## src/rtl/pic_priority_core.sv

```systemverilog
// pic_priority_core: NUM_IRQ-channel interrupt priority core with IRR/ISR/IMR,
// fully nested or rotating priority, two-pulse INTA handshake, AEOI and OCW2-style EOI.
module pic_priority_core #(
  parameter int NUM_IRQ = 8,
  parameter int IDX_W   = $clog2(NUM_IRQ)
) (
  input  logic               CLK,
  input  logic               RST,
  input  logic [NUM_IRQ-1:0] requests,
  input  logic               icw_we,
  input  logic               icw_aeoi,
  input  logic               icw_level,
  input  logic               imr_we,
  input  logic [NUM_IRQ-1:0] imr_wdata,
  input  logic               ocw2_we,
  input  logic [2:0]         ocw2_cmd,
  input  logic [IDX_W-1:0]   ocw2_level,
  input  logic               inta,
  output logic               int_out,
  output logic [IDX_W-1:0]   vector,
  output logic               vector_valid,
  output logic [NUM_IRQ-1:0] irr,
  output logic [NUM_IRQ-1:0] isr,
  output logic [NUM_IRQ-1:0] imr
);

  // One extra bit so p + NUM_IRQ - lowest - 1 never overflows for any channel count.
  localparam int RW = IDX_W + 1;

  typedef enum logic [1:0] {IDLE = 2'd0, ACK1 = 2'd1, ACK2 = 2'd2} state_t;

  // Out-of-range indices shift out to all-zero, which doubles as the range check.
  function automatic logic [NUM_IRQ-1:0] onehot(input logic [IDX_W-1:0] idx);
    return NUM_IRQ'(1) << idx;
  endfunction

  function automatic logic [RW-1:0] rank_of(input logic [IDX_W-1:0] p,
                                            input logic [IDX_W-1:0] low);
    logic [RW-1:0] r;
    r = RW'(p) + RW'(NUM_IRQ) - RW'(low) - RW'(1);
    if (r >= RW'(NUM_IRQ)) r = r - RW'(NUM_IRQ);
    return r;
  endfunction

  // Returns {found, index} of the set bit with the smallest rank.
  function automatic logic [IDX_W:0] pick_best(input logic [NUM_IRQ-1:0] bits,
                                               input logic [IDX_W-1:0]   low);
    logic             found;
    logic [IDX_W-1:0] idx;
    logic [RW-1:0]    best_rk;
    logic [RW-1:0]    rk;
    found   = 1'b0;
    idx     = '0;
    best_rk = '0;
    for (int p = 0; p < NUM_IRQ; p++) begin
      rk = rank_of(IDX_W'(p), low);
      if (bits[p] && (!found || rk < best_rk)) begin
        found   = 1'b1;
        idx     = IDX_W'(p);
        best_rk = rk;
      end
    end
    return {found, idx};
  endfunction

  state_t             state_q, state_d;
  logic [NUM_IRQ-1:0] req_q, req_d;
  logic [NUM_IRQ-1:0] irr_q, irr_d;
  logic [NUM_IRQ-1:0] isr_q, isr_d;
  logic [NUM_IRQ-1:0] imr_q, imr_d;
  logic [IDX_W-1:0]   lowest_q, lowest_d;
  logic               aeoi_q, aeoi_d;
  logic               level_q, level_d;
  logic               rot_aeoi_q, rot_aeoi_d;
  logic [IDX_W-1:0]   sel_q, sel_d;
  logic               spurious_q, spurious_d;
  logic               int_out_q, int_out_d;
  logic [IDX_W-1:0]   vector_q, vector_d;
  logic               vector_valid_q, vector_valid_d;

  logic               cand_found, isr_found;
  logic [IDX_W-1:0]   cand_idx, isr_top;
  logic [RW-1:0]      cand_rank, isr_rank;
  logic [NUM_IRQ-1:0] eoi_clr, ack_set, irr_clr, lvl_hot;

  // Resolver, handshake sequencing and command decode; ocw2 priority changes
  // are decoded after the handshake so an explicit command wins over AEOI rotation.
  always_comb begin
    state_d        = state_q;
    req_d          = requests;
    imr_d          = imr_we ? imr_wdata : imr_q;
    aeoi_d         = icw_we ? icw_aeoi : aeoi_q;
    level_d        = icw_we ? icw_level : level_q;
    lowest_d       = lowest_q;
    rot_aeoi_d     = rot_aeoi_q;
    sel_d          = sel_q;
    spurious_d     = spurious_q;
    vector_d       = vector_q;
    vector_valid_d = 1'b0;
    eoi_clr        = '0;
    ack_set        = '0;
    irr_clr        = '0;
    lvl_hot        = onehot(ocw2_level);

    {cand_found, cand_idx} = pick_best(irr_q & ~imr_q, lowest_q);
    {isr_found, isr_top}   = pick_best(isr_q, lowest_q);
    cand_rank              = rank_of(cand_idx, lowest_q);
    isr_rank               = rank_of(isr_top, lowest_q);

    case (state_q)
      IDLE: begin
        if (inta) begin
          state_d = ACK1;
          if (cand_found) begin
            sel_d      = cand_idx;
            spurious_d = 1'b0;
            ack_set    = onehot(cand_idx);
            irr_clr    = onehot(cand_idx);
          end else begin
            sel_d      = IDX_W'(NUM_IRQ - 1);
            spurious_d = 1'b1;
          end
        end
      end
      ACK1: begin
        if (inta) begin
          state_d        = ACK2;
          vector_d       = sel_q;
          vector_valid_d = 1'b1;
          if (aeoi_q && !spurious_q) begin
            eoi_clr = onehot(sel_q);
            if (rot_aeoi_q) lowest_d = sel_q;
          end
        end
      end
      ACK2:    state_d = IDLE;
      default: state_d = IDLE;
    endcase

    if (ocw2_we) begin
      case (ocw2_cmd)
        3'b001: if (isr_found) eoi_clr = eoi_clr | onehot(isr_top);
        3'b011: eoi_clr = eoi_clr | lvl_hot;
        3'b101: begin
          if (isr_found) begin
            eoi_clr  = eoi_clr | onehot(isr_top);
            lowest_d = isr_top;
          end
        end
        3'b111: begin
          if (|lvl_hot) begin
            eoi_clr  = eoi_clr | lvl_hot;
            lowest_d = ocw2_level;
          end
        end
        3'b110:  if (|lvl_hot) lowest_d = ocw2_level;
        3'b100:  rot_aeoi_d = 1'b1;
        3'b000:  rot_aeoi_d = 1'b0;
        default: ;
      endcase
    end

    isr_d = (isr_q & ~eoi_clr) | ack_set;

    if (level_q) irr_d = requests;
    else         irr_d = (irr_q & ~irr_clr) | (requests & ~req_q);

    int_out_d = (state_d == IDLE) && cand_found && (!isr_found || cand_rank < isr_rank);
  end

  // State registers with synchronous reset; reset aborts any handshake in flight.
  always_ff @(posedge CLK) begin
    if (RST) begin
      state_q        <= IDLE;
      req_q          <= '0;
      irr_q          <= '0;
      isr_q          <= '0;
      imr_q          <= '0;
      lowest_q       <= IDX_W'(NUM_IRQ - 1);
      aeoi_q         <= 1'b0;
      level_q        <= 1'b0;
      rot_aeoi_q     <= 1'b0;
      sel_q          <= '0;
      spurious_q     <= 1'b0;
      int_out_q      <= 1'b0;
      vector_q       <= '0;
      vector_valid_q <= 1'b0;
    end else begin
      state_q        <= state_d;
      req_q          <= req_d;
      irr_q          <= irr_d;
      isr_q          <= isr_d;
      imr_q          <= imr_d;
      lowest_q       <= lowest_d;
      aeoi_q         <= aeoi_d;
      level_q        <= level_d;
      rot_aeoi_q     <= rot_aeoi_d;
      sel_q          <= sel_d;
      spurious_q     <= spurious_d;
      int_out_q      <= int_out_d;
      vector_q       <= vector_d;
      vector_valid_q <= vector_valid_d;
    end
  end

  assign int_out      = int_out_q;
  assign vector       = vector_q;
  assign vector_valid = vector_valid_q;
  assign irr          = irr_q;
  assign isr          = isr_q;
  assign imr          = imr_q;

endmodule

```

## config.mk

```make
export PLATFORM = sky130hd
export DESIGN_NAME = pic_priority_core
export DESIGN_NICKNAME = d
export VERILOG_FILES = /design/src/rtl/pic_priority_core.sv
export SDC_FILE = /design/constraint.sdc
export NUM_CORES = 1
export LEC_CHECK = 0
export CAP_MARGIN = 20
export CELL_PAD_IN_SITES_DETAIL_PLACEMENT = 1
export CELL_PAD_IN_SITES_GLOBAL_PLACEMENT = 1
export CORE_MARGIN = 2
export CORE_UTILIZATION = 38
export CTS_CLUSTER_DIAMETER = 120
export DETAILED_ROUTE_END_ITERATION = 16
export PLACE_DENSITY_LB_ADDON = 0.08
export SYNTH_ARGS = -nofsm -noshare
export SYNTH_HDL_FRONTEND = slang
export SYNTH_SLANG_ARGS = --single-unit
```

## constraint.sdc

```tcl
create_clock -name CLK -period 11.8 [get_ports CLK]
set_input_delay 2.95 -clock CLK [delete_from_list [all_inputs] [get_ports CLK]]
set_output_delay 2.95 -clock CLK [all_outputs]
set_load 0.005 [all_outputs]
```

==> results.json <==
{
  "status": "finished clean",
  "synth_area_per_cell_um2": 8.116,
  "routedWlPerCell_um": 20.30,
  "layout_commonest_cell": "clkdlybuf4s50_1",
  "clockPowerShare": 0.201,
  "min_path_cells": 2,
  "clk_pin_slew_ns": 0.08,
  "drc": 0,
  "worstHoldPathType": "reg -> reg",
  "cts_buffers": 5,
  "fin_cells": 771,
  "yosys_register_bits": 49,
  "critPathTopFamily": "compound AO/OA/AOI/OAI gates",
  "pwr-share-seq": 0.256,
  "async_flop_share": 0,
  "cts_sinks": 49,
  "crit_path_max_incr_delay_ns": 0.59,
  "cpMostUsedCell": "ha_1",
  "die_area_um2": 12280,
  "route.layer.met1.wl_um": 6916,
  "fp.dieH_um": 110.8,
  "clk_latency_ns": 0.31,
  "crit_arrival_ns": 11.45,
  "swShare": 0.4246,
  "r2r_cells": 56,
  "grt_use_total": 0.2476,
  "power_uw": 780.6,
  "drt-pass1-iter-count": 4,
  "yosysUniqueCellTypes": 79,
  "met3_length_um": 859,
  "cts_hold_repair.buffers": 0,
  "cts_tree": "done",
  "p_int_uw": 449.2,
  "yosysSeqAreaShare": 0.2263,
  "hpwl_um": 11890,
  "synthesis.area_um2": 4334,
  "synthCells": 534,
  "antenna_found_initial": 0,
  "grt_pass1_wl_um": 24740,
  "path_max_fanout": 6,
  "worstPathBufferInverterCount": 9,
  "final.min_clock_period_ns": 11.23,
  "rrSetupSlack_ns": 0.57,
  "peakVddDrop_v": 0.00009123,
  "fmax_mhz": 89.07,
  "slowest_stage": "dfxtp_1",
  "vias_per_cell": 5.861,
  "critPathRequiredTime_ns": 12.02,
  "initial_core_util": 0.3946,
  "drive_above_1_share": 0.1949,
  "hp-start": "rot_aeoi_q$_SDFFE_PP0P_",
  "htreeDepth": 2,
  "ant_nets": 0,
  "path_class": "reg -> reg",
  "fin_skew_ns": 0.007402,
  "final_cell_mix": "clkdlybuf4s50_1, nor2_1, dfxtp_1, nand2_1, ha_1",
  "synth_flop_cell": "dfxtp_1",
  "yosysWarnings": 0,
  "synth_edf_count": 0,
  "cts_buffer_depth": 2,
  "grt_start_max_net_pins": 42,
  "gp_congestion": 0.8890,
  "rr_endpoint": "int_out$_SDFF_PP0_",
  "end_kind": "flip-flop",
  "fp.coreArea_um2": 10980,
  "placed_cells_incl_taps": 748,
  "finish.utilization": 0.5267,
  "dpl_cell_area_um2": 5223,
  "area_growth_pct": 33.46,
  "hold_viol": 0,
  "postLayoutCellArea_um2": 5784,
  "top_layer_used": "met4",
  "slew_viol_final": 0,
  "power_density_nw_per_um2": 135.0,
  "max_cap_viol_count": 0,
  "die_w_um": 110.8,
  "worst_pin_slew_ns": 0.6815,
  "drt_iter0_drc": 183,
  "p_switching_uw": 331.5,
  "r2r_start": "lowest_q[2]$_SDFF_PP1_",
  "min_to": "rot_aeoi_q$_SDFFE_PP0P_",
  "cts_root_buf": "clkbuf_16",
  "period_share": 0.9515,
  "vias": 4519,
  "fin_nets": 705,
  "setup_violations": 0,
  "gr-total-overflow": 0,
  "fp-row-count": 38,
  "io_buffers": 58,
  "p_comb_frac": 0.543,
  "p_leak_uw": 0.002265,
  "wl_um": 15660,
  "slew_headroom": 0.5424,
  "first_global_vias": 4666,
  "diodes": 0,
  "met2WireLength_um": 7610,
  "tns_ns": 0,
  "ios": 59,
  "start_kind": "flip-flop"
}
==> cell usage after synthesis, types with 6 or more instances <==
cell | n | share of area
nor2_1 | 56 | 0.048
dfxtp_1 | 49 | 0.23
ha_1 | 43 | 0.12
nand2_1 | 42 | 0.036
a21oi_1 | 30 | 0.035
o21ai_0 | 28 | 0.032
inv_1 | 24 | 0.021
mux2i_1 | 19 | 0.044
nor2b_1 | 17 | 0.025
o21a_1 | 16 | 0.028
mux2_2 | 14 | 0.036
nand3_1 | 14 | 0.016
nor3_1 | 11 | 0.013
nand2b_1 | 10 | 0.014
clkbuf_1 | 9 | 0.0078
a21o_1 | 8 | 0.014
nand3b_1 | 8 | 0.014
and2_1 | 7 | 0.010
nor3b_1 | 6 | 0.010
o221ai_1 | 6 | 0.012
o31ai_1 | 6 | 0.010
==> flip-flops by register name (all words and copies together), names as in the netlist <==
name	flops
spurious_q	1
imr	8
isr	8
vector	3
state_q	2
sel_q	3
int_out	1
lowest_q	3
req_q	8
level_q	1
aeoi_q	1
rot_aeoi_q	1
irr	8
vector_valid	1
==> power by group through the flow <==
stage | logic (uW) | clock network (uW) | registers, uW
2_1_floorplan | 249 | 0 | 194
3_3_place_gp | 352 | 0 | 202
3_5_place_dp | 363 | 0 | 202
4_1_cts | 370 | 159 | 199
5_1_grt | 468 | 165 | 201
6_report | 424 | 157 | 200
==> routing by layer <==
| metal | track usage | up-vias |
|---|---|---|
| met4 | 0.07917 | 0 |
| met1 | 0.3324 | 2211 |
| met3 | 0.03335 | 18 |
| li1 | - | 2181 |
| met5 | 0 | - |
| met2 | 0.4110 | 109 |
==> per-stage QoR <==
| step | hold WS (ns) | setup slack, ns |
|---|---|---|
| global route | 0.5070 | -0.1333 |
| detailed placement | 0.4593 | -0.4246 |
| finish | 0.4744 | 0.5726 |
| floorplan | 0.4350 | 0.2417 |
| global placement | 0.4486 | 0.07803 |
| CTS | 0.4702 | 0.007964 |
==> how the worst max path moves through the flow <==
stage,startpoint,to,slack (ns),depth (start not counted)
after CTS,lowest_q[0]$_SDFF_PP1_,int_out$_SDFF_PP0_,0.008,56
after global placement,lowest_q[0]$_SDFF_PP1_,int_out$_SDFF_PP0_,0.08,54
after global routing,lowest_q[1]$_SDFF_PP1_,int_out$_SDFF_PP0_,-0.13,60
after floorplan,lowest_q[1]$_SDFF_PP1_,int_out$_SDFF_PP0_,0.24,57
final,lowest_q[2]$_SDFF_PP1_,int_out$_SDFF_PP0_,0.57,56
after detailed placement,lowest_q[0]$_SDFF_PP1_,int_out$_SDFF_PP0_,-0.42,58
==> cell families after synthesis <==
family                     synth area share
and+or+nand+nor                      0.2370
AOI/OAI and AO/OA                    0.2722
DFF                                  0.2263
adders and majority gates            0.1334
buffers and inverters               0.03695
muxes                               0.08025
xor gates and xnor gates            0.01212
other                              0.001733
==> cell type report <==
| class | count | area (um2) |
|---|---|---|
| flip-flops and latches | 49 | 980.9 |
| fillers | 1311 | 5199 |
| clock buffers | 5 | 125.1 |
| clock inverters | 3 | 28.78 |
| inverters | 26 | 97.59 |
| multi-input cells | 454 | 3522 |
| repair buffers | 94 | 854.6 |
| well taps | 140 | 175.2 |
==> repair_timing <==
action,4_1_cts,5_1_grt
pin swaps,1,22
hold endpoints to repair,0,0
gates resized for setup,10,56
setup buffers,1,14
endpoints found under the setup margin,1,6
==> tightest hold or removal path, delay by kind of cell, from the launching register on <==
| family | cells | cell delay (ns) |
|---|---|---|
| flops | 1 | 0.32 |
| simple gates | 1 | 0.05 |
| compound gates | 1 | 0.05 |
No activity file was read; power rests on OpenSTA's default activity.
